--- src/rtl/aes_pkg.sv ---
// Shared AES control types: sequencer state encoding, round-count constants and
// the registered control-strobe bundle driven into the round datapath.
package aes_pkg;

    localparam int unsigned AES128_NR = 10;
    localparam int unsigned AES192_NR = 12;
    localparam int unsigned AES256_NR = 14;
    localparam int unsigned ROUND_W   = 4;
    localparam int unsigned STAGE_W   = 4;

    typedef enum logic [2:0] {
        IDLE     = 3'd0,
        INIT_ARK = 3'd1,
        SUB      = 3'd2,
        SHIFT    = 3'd3,
        MIX      = 3'd4,
        ARK      = 3'd5,
        DONE     = 3'd6
    } aes_state_e;

    typedef struct packed {
        logic load_state;
        logic en_add_key;
        logic en_sub_byte;
        logic en_shift_rows;
        logic en_mix_col;
        logic mix_bypass;
    } aes_ctrl_t;

endpackage

--- src/rtl/aes_stage_timer.sv ---
// Per-stage cycle counter: restarts on load or after the last cycle of a stage
// and flags the first and last cycle of the current stage.
module aes_stage_timer
    import aes_pkg::*;
#(
    parameter int unsigned STAGE_CYCLES = 1
) (
    input  logic clk,
    input  logic rst,
    input  logic i_load,
    output logic o_first_cycle_c,
    output logic o_last_cycle_c
);

    logic [STAGE_W-1:0] r_cnt;

    always_ff @(posedge clk) begin
        if (rst) begin
            r_cnt <= '0;
        end else if (i_load || o_last_cycle_c) begin
            r_cnt <= '0;
        end else begin
            r_cnt <= r_cnt + STAGE_W'(1);
        end
    end

    assign o_first_cycle_c = (r_cnt == '0);
    assign o_last_cycle_c  = (r_cnt == STAGE_W'(STAGE_CYCLES - 1));

endmodule

--- src/rtl/aes_round_ctrl.sv ---
// AES encryption round sequencer with start/busy/done handshake.
// Optional abort input is enabled by defining AES_ROUND_CTRL_ABORT_EN.
module aes_round_ctrl
    import aes_pkg::*;
#(
    parameter int unsigned NR           = AES128_NR,
    parameter int unsigned STAGE_CYCLES = 1
) (
    input  logic               clk,
    input  logic               rst,
    input  logic               start,
`ifdef AES_ROUND_CTRL_ABORT_EN
    input  logic               abort,
`endif
    output logic               busy,
    output logic               done,
    output logic [ROUND_W-1:0] round_num,
    output logic               load_state,
    output logic               en_add_key,
    output logic               en_sub_byte,
    output logic               en_shift_rows,
    output logic               en_mix_col,
    output logic               mix_bypass
);

    aes_state_e         r_state;
    aes_state_e         w_state_nxt;
    logic [ROUND_W-1:0] r_round;
    logic [ROUND_W-1:0] w_round_nxt;
    aes_ctrl_t          r_ctrl;
    aes_ctrl_t          w_ctrl_nxt;
    logic               r_busy;
    logic               r_done;
    logic               w_timed;
    logic               w_first_cycle_c;
    logic               w_last_cycle_c;

    // Counter only runs inside the timed stages; IDLE and DONE hold it at zero.
    assign w_timed = (r_state != IDLE) && (r_state != DONE);

    aes_stage_timer #(
        .STAGE_CYCLES (STAGE_CYCLES)
    ) u_timer (
        .clk             (clk),
        .rst             (rst),
        .i_load          (!w_timed),
        .o_first_cycle_c (w_first_cycle_c),
        .o_last_cycle_c  (w_last_cycle_c)
    );

    always_ff @(posedge clk) begin
        if (rst) begin
            r_state <= IDLE;
            r_round <= '0;
            r_ctrl  <= '0;
            r_busy  <= 1'b0;
            r_done  <= 1'b0;
        end else begin
            r_state <= w_state_nxt;
            r_round <= w_round_nxt;
            r_ctrl  <= w_ctrl_nxt;
            r_busy  <= (w_state_nxt != IDLE);
            r_done  <= (w_state_nxt == DONE);
        end
    end

    always_comb begin
        w_state_nxt = r_state;
        w_round_nxt = r_round;
        w_ctrl_nxt  = '0;
        case (r_state)
            IDLE:     if (start) w_state_nxt = INIT_ARK;
            INIT_ARK: if (w_last_cycle_c) begin
                          w_state_nxt = SUB;
                          w_round_nxt = r_round + ROUND_W'(1);
                      end
            SUB:      if (w_last_cycle_c) w_state_nxt = SHIFT;
            SHIFT:    if (w_last_cycle_c) w_state_nxt = MIX;
            MIX:      if (w_last_cycle_c) w_state_nxt = ARK;
            ARK:      if (w_last_cycle_c) begin
                          if (r_round < ROUND_W'(NR)) begin
                              w_state_nxt = SUB;
                              w_round_nxt = r_round + ROUND_W'(1);
                          end else begin
                              w_state_nxt = DONE;
                          end
                      end
            DONE:     begin
                          w_state_nxt = IDLE;
                          w_round_nxt = '0;
                      end
            default:  begin
                          w_state_nxt = IDLE;
                          w_round_nxt = '0;
                      end
        endcase
`ifdef AES_ROUND_CTRL_ABORT_EN
        if (abort && (r_state != IDLE)) begin
            w_state_nxt = IDLE;
            w_round_nxt = '0;
        end
`endif
        // Strobes fire only on stage entry, i.e. the first cycle of the new state.
        if (w_state_nxt != r_state) begin
            case (w_state_nxt)
                INIT_ARK: begin
                    w_ctrl_nxt.en_add_key = 1'b1;
                    w_ctrl_nxt.load_state = 1'b1;
                end
                SUB:      w_ctrl_nxt.en_sub_byte   = 1'b1;
                SHIFT:    w_ctrl_nxt.en_shift_rows = 1'b1;
                MIX:      if (w_round_nxt == ROUND_W'(NR)) w_ctrl_nxt.mix_bypass = 1'b1;
                          else                             w_ctrl_nxt.en_mix_col = 1'b1;
                ARK:      w_ctrl_nxt.en_add_key = 1'b1;
                default:  ;
            endcase
        end
    end

    assign busy          = r_busy;
    assign done          = r_done;
    assign round_num     = r_round;
    assign load_state    = r_ctrl.load_state;
    assign en_add_key    = r_ctrl.en_add_key;
    assign en_sub_byte   = r_ctrl.en_sub_byte;
    assign en_shift_rows = r_ctrl.en_shift_rows;
    assign en_mix_col    = r_ctrl.en_mix_col;
    assign mix_bypass    = r_ctrl.mix_bypass;

`ifndef SYNTHESIS
    a_strobe_first: assert property (@(posedge clk) disable iff (rst)
        (en_add_key | en_sub_byte | en_shift_rows | en_mix_col | mix_bypass) |-> w_first_cycle_c);
    a_strobe_onehot: assert property (@(posedge clk) disable iff (rst)
        $onehot0({en_add_key, en_sub_byte, en_shift_rows, en_mix_col, mix_bypass}));
`endif

endmodule

--- config.mk ---
export PLATFORM = sky130hd
export DESIGN_NAME = aes_round_ctrl
export DESIGN_NICKNAME = d
export VERILOG_FILES = /design/src/rtl/aes_pkg.sv /design/src/rtl/aes_stage_timer.sv /design/src/rtl/aes_round_ctrl.sv
export SDC_FILE = /design/constraint.sdc
export NUM_CORES = 1
export LEC_CHECK = 0
export BUFFER_PORTS_ARGS = -buffer_cell sky130_fd_sc_hd__clkbuf_2
export CAP_MARGIN = 20
export CELL_PAD_IN_SITES_DETAIL_PLACEMENT = 1
export CELL_PAD_IN_SITES_GLOBAL_PLACEMENT = 2
export CORE_UTILIZATION = 30
export DETAILED_ROUTE_END_ITERATION = 6
export GPL_ROUTABILITY_DRIVEN = 0
export PLACE_DENSITY_LB_ADDON = 0.1
export SETUP_SLACK_MARGIN = 0.02
export SLEW_MARGIN = 20
export SYNTH_ARGS = -nofsm -noshare
export SYNTH_HDL_FRONTEND = slang
export SYNTH_SLANG_ARGS = --single-unit
--- constraint.sdc ---
create_clock -name clk -period 3.8 [get_ports clk]
set_input_delay 0.38 -clock clk [delete_from_list [all_inputs] [get_ports clk]]
set_output_delay 0.38 -clock clk [all_outputs]
set_load 0.02 [all_outputs]
==> results.tsv, run 1 <==
metric	value	unit
worst vdd ir	0.228	mV
internal reg-to-reg setup slack	1.85	ns
htree depth	1	
HPWL after DPL	1650	um
final period utilization	51.2	%
P per Cell Area	397	mW/mm^2
GR Layer Usage met1	22.6	%
Post-synth top cells	19 x dfxtp_1, 15 x nor2_1, 7 x inv_1	
# diodes	0	
register area share after synthesis	41.0	%
I/O Buffers	14	
Slew @ Worst Pin	0.566	ns
Die Span Y	57.6	um
Pre-antenna DRT Iters	4	
max-cap violations	0	
Syn Inst Count	104	
CP arrival	2.16	ns
placed cell areas	0.00101	mm^2
global-route wire length before repair	4020	um
Post-synth EDFFs	0	
Post-CTS Hold Fix Bufs	0	
R2R depth	6	
synth warn	0	
CTS Buf Count	3	
layout cells sized above 1	17.1	%
area of the core	0.00285	mm^2
final-report hold violation count	0	
count leader, synth	dfxtp_1	
Min-Delay Path Class	input port to register	
skew final	0.00742	ns
grt ovf	0	
Worst-Skew Late Latency	0.30	ns
post-CTS setup-driven buffer insertion count	0	
CTS Sinks	19	
fin crit period	1.95	ns
Initial DRC Count	8	
reg2reg start	u_timer.r_cnt[0]	
GRT Resource Usage Total	16.1	%
setup violators final	0	
CTS root buffer	clkbuf_4	
run status	finished clean	
Layout Nets	124	
DP Worst Slack	1.90	ns
final instance area	0.00104	mm^2
Worst Setup End Kind	register	
Synth area leader	dfxtp_1	
RSZ-0062 raised after global routing	false	
Synth async-reset ratio	0	%
routed len/inst	15.4	um
clock transition at the registers of the reported paths	0.12	ns
critical path required time	4.01	ns
largest net degree at the start of global routing	16	
crit path from	u_timer.r_cnt[0]	
most used routing layer	met2	
DR DRC count	0	
worst rel slew slack	62.2	%
fin. max-slew vios	0	
Rows	19	
via count	814	
io pins	15	
Final ANT Viol Nets	0	
CTS tree	yes	
die area	0.00332	mm^2
CP Capture Point	en_mix_col	
synth unique cells	44	
final setup TNS	0	ns
Area growth syn-to-layout	11.9	%
Hold Crit Start	start	
Synth top area share	41.0	%
CP Launch Type	register	
Synth Net Count	110	
Setup Crit Path Kind	register to register	
effective utilization at floorplan	32.5	%
top cells by area, synth	dfxtp_1 41%, nor2_1 6.1%, and3_1 4.0%	
R2R Path End	en_mix_col	
Post-synth top flop	dfxtp_1	
Syn Area/Cell	8.91	um^2
Max Buffers Root-to-Sink	2	
synthesis-stage register bit count	19	
grt met3 use	4.08	%
initial antenna violation count	0	
setup ws final	1.85	ns
met2 Use GR	24.1	%
leakage	0.438	nW
Die Wd	57.6	um
Max Fclk	0.514	GHz
crit path max fanout	8	
DR vias/cell	5.50	
post_cts resized	0	
Mapped Area	927	um^2
Routed WL	2270	um
vias in the first global route	814	
[worst min-delay path by stage]
stage                             to  slack [ns]  depth (start not counted)
finish                    load_state        0.34                          2
global route              load_state        0.34                          2
CTS                       load_state        0.33                          2
detailed placement  u_timer.r_cnt[0]        0.46                          1
global placement    u_timer.r_cnt[0]        0.45                          1
floorplan           u_timer.r_cnt[0]        0.43                          1
[flip-flops by register name, summed over array words and instances, names as in the netlist]
signal / count
done: 1
u_timer.r_cnt: 4
busy: 1
round_num: 4
load_state: 1
r_state: 3
en_sub_byte: 1
en_add_key: 1
mix_bypass: 1
en_shift_rows: 1
en_mix_col: 1
[stage by stage]
step / utilization [%] / instances / total power [mW] / hold WS (ns)
after floorplan: - / 104 / 0.287 / 0.430
after global placement: 35.3 / 144 / 0.310 / 0.448
after detailed placement: 35.3 / 144 / 0.309 / 0.464
after CTS: 36.4 / 148 / 0.423 / 0.327
after global routing: 36.4 / 148 / 0.442 / 0.339
final: 36.4 / 148 / 0.412 / 0.337
[per-layer routing]
metal	wire, um	share of wire (%)
met5	0	0
met2	1010	44
met1	1180	52
met4	17	0.75
met3	66	2.9
[kinds of logic after synthesis]
family	synth area share [%]
DFF	41.0
buffers and inverters	5.94
xor gates and xnor gates	1.89
adders and majority gates	4.05
muxes	1.08
and+or+nand+nor	27.9
AOI/OAI and AO/OA	18.1
[report_power, final]
part	internal [mW]	total, mW	switching, mW	leakage, nW
Combinational	0.0282	0.0771	0.0489	0.270
Clock	0.0401	0.107	0.0672	0.0139
Sequential	0.211	0.227	0.0165	0.155
Total	0.279	0.412	0.133	0.438
[layout by cell type (no fill, tap or decap), types with 2 or more instances in the layout]
cell      count
nor4_1        4
o41ai_1       2
nor2_1       15
nand2b_1      2
dfxtp_1      19
nand2_1       2
clkbuf_4      3
a21oi_1       3
and3_1        6
nor3_1        3
clkbuf_2     14
o21bai_1      2
inv_1         7
nand3_1       2
ha_1          3
o21a_1        2
[layout make-up]
cell class	count	area [um^2]
inverter	7	26.3
sequential	19	380
timing repair buffer	14	70.1
clock inverter	1	7.51
fill	346	1820
tap	31	38.8
multi-input combinational	73	492
clock buffer	3	22.5
[worst max-delay path, cell delays in order (launching register included)]
cell and delay (ns):
dfxtp_1 0.36, inv_1 0.06, ha_1 0.17, and4bb_1 0.42
a21oi_2 0.09, a2111o_1 0.45, o31a_1 0.31
Note: power is estimated with default switching activity, not from simulation.
==> run 2: changes to the inputs <==
--- a/config.mk
+++ b/config.mk
@@ -5,6 +5,7 @@
 export SDC_FILE = /design/constraint.sdc
 export NUM_CORES = 1
 export LEC_CHECK = 0
+export ABC_AREA = 1
 export BUFFER_PORTS_ARGS = -buffer_cell sky130_fd_sc_hd__clkbuf_2
 export CAP_MARGIN = 20
 export CELL_PAD_IN_SITES_DETAIL_PLACEMENT = 1
==> constraint.sdc (replaced) <==
create_clock -name clk -period 1.8 [get_ports clk]
set_input_delay 0.18 -clock clk [delete_from_list [all_inputs] [get_ports clk]]
set_output_delay 0.18 -clock clk [all_outputs]
set_load 0.02 [all_outputs]
==> run 2 against run 1 <==
Against the previous run: global-route usage is 0.83 points lower; register-to-register slack worse by 1.7 ns; clock skew is 0.0033 ns lower; synthesized cell count is 35% higher; largest cell class unchanged; critical path type unchanged; maximum frequency is 21% higher; synthesized area is 13% higher; sequential share of layout area is 5.0 points lower; utilization is 0.33 points lower; largest power group unchanged; via count is 14% higher; sequential power is 110% higher; power is 130% higher.
==> results.tsv, run 2 <==
metric	value	unit	change
run status	finished clean		
Routed WL	2490	um	+9.5%
CP Launch Type	register		
Die Wd	61.2	um	+6.3%
synthesis-stage register bit count	19		unchanged
most frequent cells in the layout	28 x nand2_1, 19 x dfxtp_1, 18 x nor2_1		
fin crit period	1.61	ns	-0.332 ns
Mapped Area	0.00105	mm^2	+13%
Area growth syn-to-layout	14.3	%	
final-report hold violation count	0		unchanged
top cells by area, synth	dfxtp_1 36%, nand2_1 10%, nand3_1 6.7%		
max-cap violations	0		unchanged
Pre-antenna DRT Iters	3		-1
area of the core	0.00334	mm^2	+17%
final hold slack	0.162	ns	-0.175 ns
Synth top area share	36.1	%	-4.9 points
clock transition at the registers of the reported paths	0.12	ns	about the same
CTS tree	yes		
internal reg-to-reg setup slack	0.19	ns	-1.67 ns
Synth async-reset ratio	0	%	unchanged
DR DRC count	0		unchanged
Worst-Skew Late Latency	0.31	ns	about the same
setup violators final	0		unchanged
Critical Path Slowest Stage Cell	dfxtp_1		
crit path from	u_timer.r_cnt[0]		
Post-CTS Hold Fix Bufs	0		unchanged
fin. max-slew vios	0		unchanged
Min-Delay Path Class	input port to register		
final setup TNS	0	ns	unchanged
Initial DRC Count	51		+43
FF/Latch Area	380	um^2	unchanged
die area	0.00375	mm^2	+13%
initial antenna violation count	0		unchanged
leakage	0.560	nW	+28%
Layout Nets	164		+32%
CTS Buf Count	3		unchanged
grt ovf	0		unchanged
Synth area leader	dfxtp_1		
Syn Area/Cell	7.52	um^2	-16%
register area share after synthesis	36.1	%	-4.9 points
HPWL after DPL	2000	um	+21%
Slew @ Worst Pin	0.388	ns	-0.177 ns
Fillers	443		+28%
worst vdd ir	0.242	mV	+6.1%
routed len/inst	12.3	um	-20%
Post-synth EDFFs	0		unchanged
placed cells	199		+38%
reg2reg start	u_timer.r_cnt[0]		
P per Cell Area	794	mW/mm^2	+100%
worst rel slew slack	74.1	%	+12 points
final period utilization	89.7	%	+38 points
footprint of the multi-input gates	588	um^2	+20%
Max Buffers Root-to-Sink	2		unchanged
# diodes	0		unchanged
RSZ-0062 raised after global routing	false		
R2R Path End	en_mix_col		
CP arrival	1.83	ns	-0.33 ns
Final ANT Viol Nets	0		unchanged
DR vias/cell	4.56		-17%
Synth Net Count	146		+33%
Most Frequent Cell on Critical Path	nand2_1		
Worst Setup End Kind	register		
crit path max fanout	5		-3
Non-Filler Instances	203		+37%
skew final	0.00408	ns	-0.00333 ns
via count	926		+14%
CTS Sinks	19		unchanged
global-route wire length before repair	4170	um	+3.8%
R2R depth	11		+5
largest net degree at the start of global routing	12		-4
most common cell after layout, fill and taps aside	nand2_1		
critical path required time	2.02	ns	-1.99 ns
critical path cell sequence	inv_1 -> ha_1 -> nand2_1 -> nor2_4 -> nand2_1 -> nand2_4 -> nand2_4 -> a21oi_2 -> nand2_1 -> nor2_1 -> nor2_1		
CP max stage delay	0.36	ns	-0.09 ns
synth unique cells	27		-39%
final core occ	36.0	%	-0.33 points
hold path cells	2		unchanged
I/O Buffers	14		unchanged
htree depth	1		unchanged
Syn Inst Count	140		+35%
Die Span Y	61.2	um	+6.3%
Rows	21		+2
total power	0.955	mW	+130%
GRT Resource Usage Total	15.3	%	-0.83 points
CTS root buffer	clkbuf_4		
effective utilization at floorplan	31.5	%	-0.97 points
synth warn	0		unchanged
vias in the first global route	936		+15%
count leader, synth	nand2_1		
Post-synth top cells	28 x nand2_1, 19 x dfxtp_1, 18 x nor2_1		
layout cells sized above 1	31.2	%	+14 points
Max Fclk	0.619	GHz	+21%
Setup Crit Path Kind	register to register		
io pins	15		unchanged
CP Capture Point	en_mix_col		
Post-synth top flop	dfxtp_1		
run 2: critical path: cells and delay by family, from the launching register on:
family | cells | cell delay (ns)
buffers and inverters | 1 | 0.06
adder cells (fa/ha/maj) | 1 | 0.22
AO/OA/AOI/OAI | 1 | 0.14
flip-flops | 1 | 0.36
AND/OR/NAND/NOR | 8 | 0.74
run 2: worst min path at each step:
stage,slack [ns],endpoint,startpoint
floorplan,0.41,load_state,start
global placement,0.44,u_timer.r_cnt[0],u_timer.r_cnt[0]
detailed placement,0.46,u_timer.r_cnt[0],u_timer.r_cnt[0]
CTS,0.17,round_num[1],rst
global route,0.16,round_num[1],rst
finish,0.16,round_num[1],rst
run 2: area by class of cell:
class | count | share of cell area (%)
Sequential cell | 19 | 31.6
Multi-Input combinational cell | 102 | 48.9
Clock inverter | 1 | 0.416
Clock buffer | 3 | 1.87
Inverter | 16 | 5.31
Tap cell | 46 | 4.79
Timing Repair Buffer | 16 | 7.08
run 2: power breakdown:
| part | switching, mW | internal (mW) |
|---|---|---|
| combinational | 0.169 | 0.0808 |
| sequential | 0.0227 | 0.446 |
| clock | 0.153 | 0.0831 |
| total | 0.345 | 0.610 |
run 2: cells by family (layout without fill, tap and decap cells):
logic type                 count (synthesis)  after routing  share of synthesized area [%]
and+or+nand+nor                           85             85                           42.6
DFF                                       19             19                           36.1
buffers and inverters                     19             36                           8.56
AOI/OAI and AO/OA                         12             12                           7.49
adders and majority gates                  3              3                           3.57
xor gates and xnor gates                   2              2                           1.66
run 2: what timing repair did:
action | CTS | global route
endpoints found under the setup margin | 0 | 1
endpoints found under the hold margin | 0 | 0
setup buffers | 0 | 0
gates resized for setup | 0 | 1
run 2: stage by stage:
stage / setup slack (ns) / instance area (um^2)
detailed placement: 0.199 / 1170
finish: 0.185 / 1200
global placement: 0.220 / 1170
floorplan: 0.372 / 1050
CTS: 0.170 / 1200
global route: 0.0203 / 1200
run 2: metal layers:
| metal | track usage, % | up-vias | part of all wire, % |
|---|---|---|---|
| li1 | - | 479 | - |
| met3 | 3.78 | 4 | 2.3 |
| met5 | 0 | - | 0 |
| met1 | 18.4 | 431 | 49 |
| met2 | 26.2 | 12 | 47 |
| met4 | 5.52 | 0 | 1.4 |
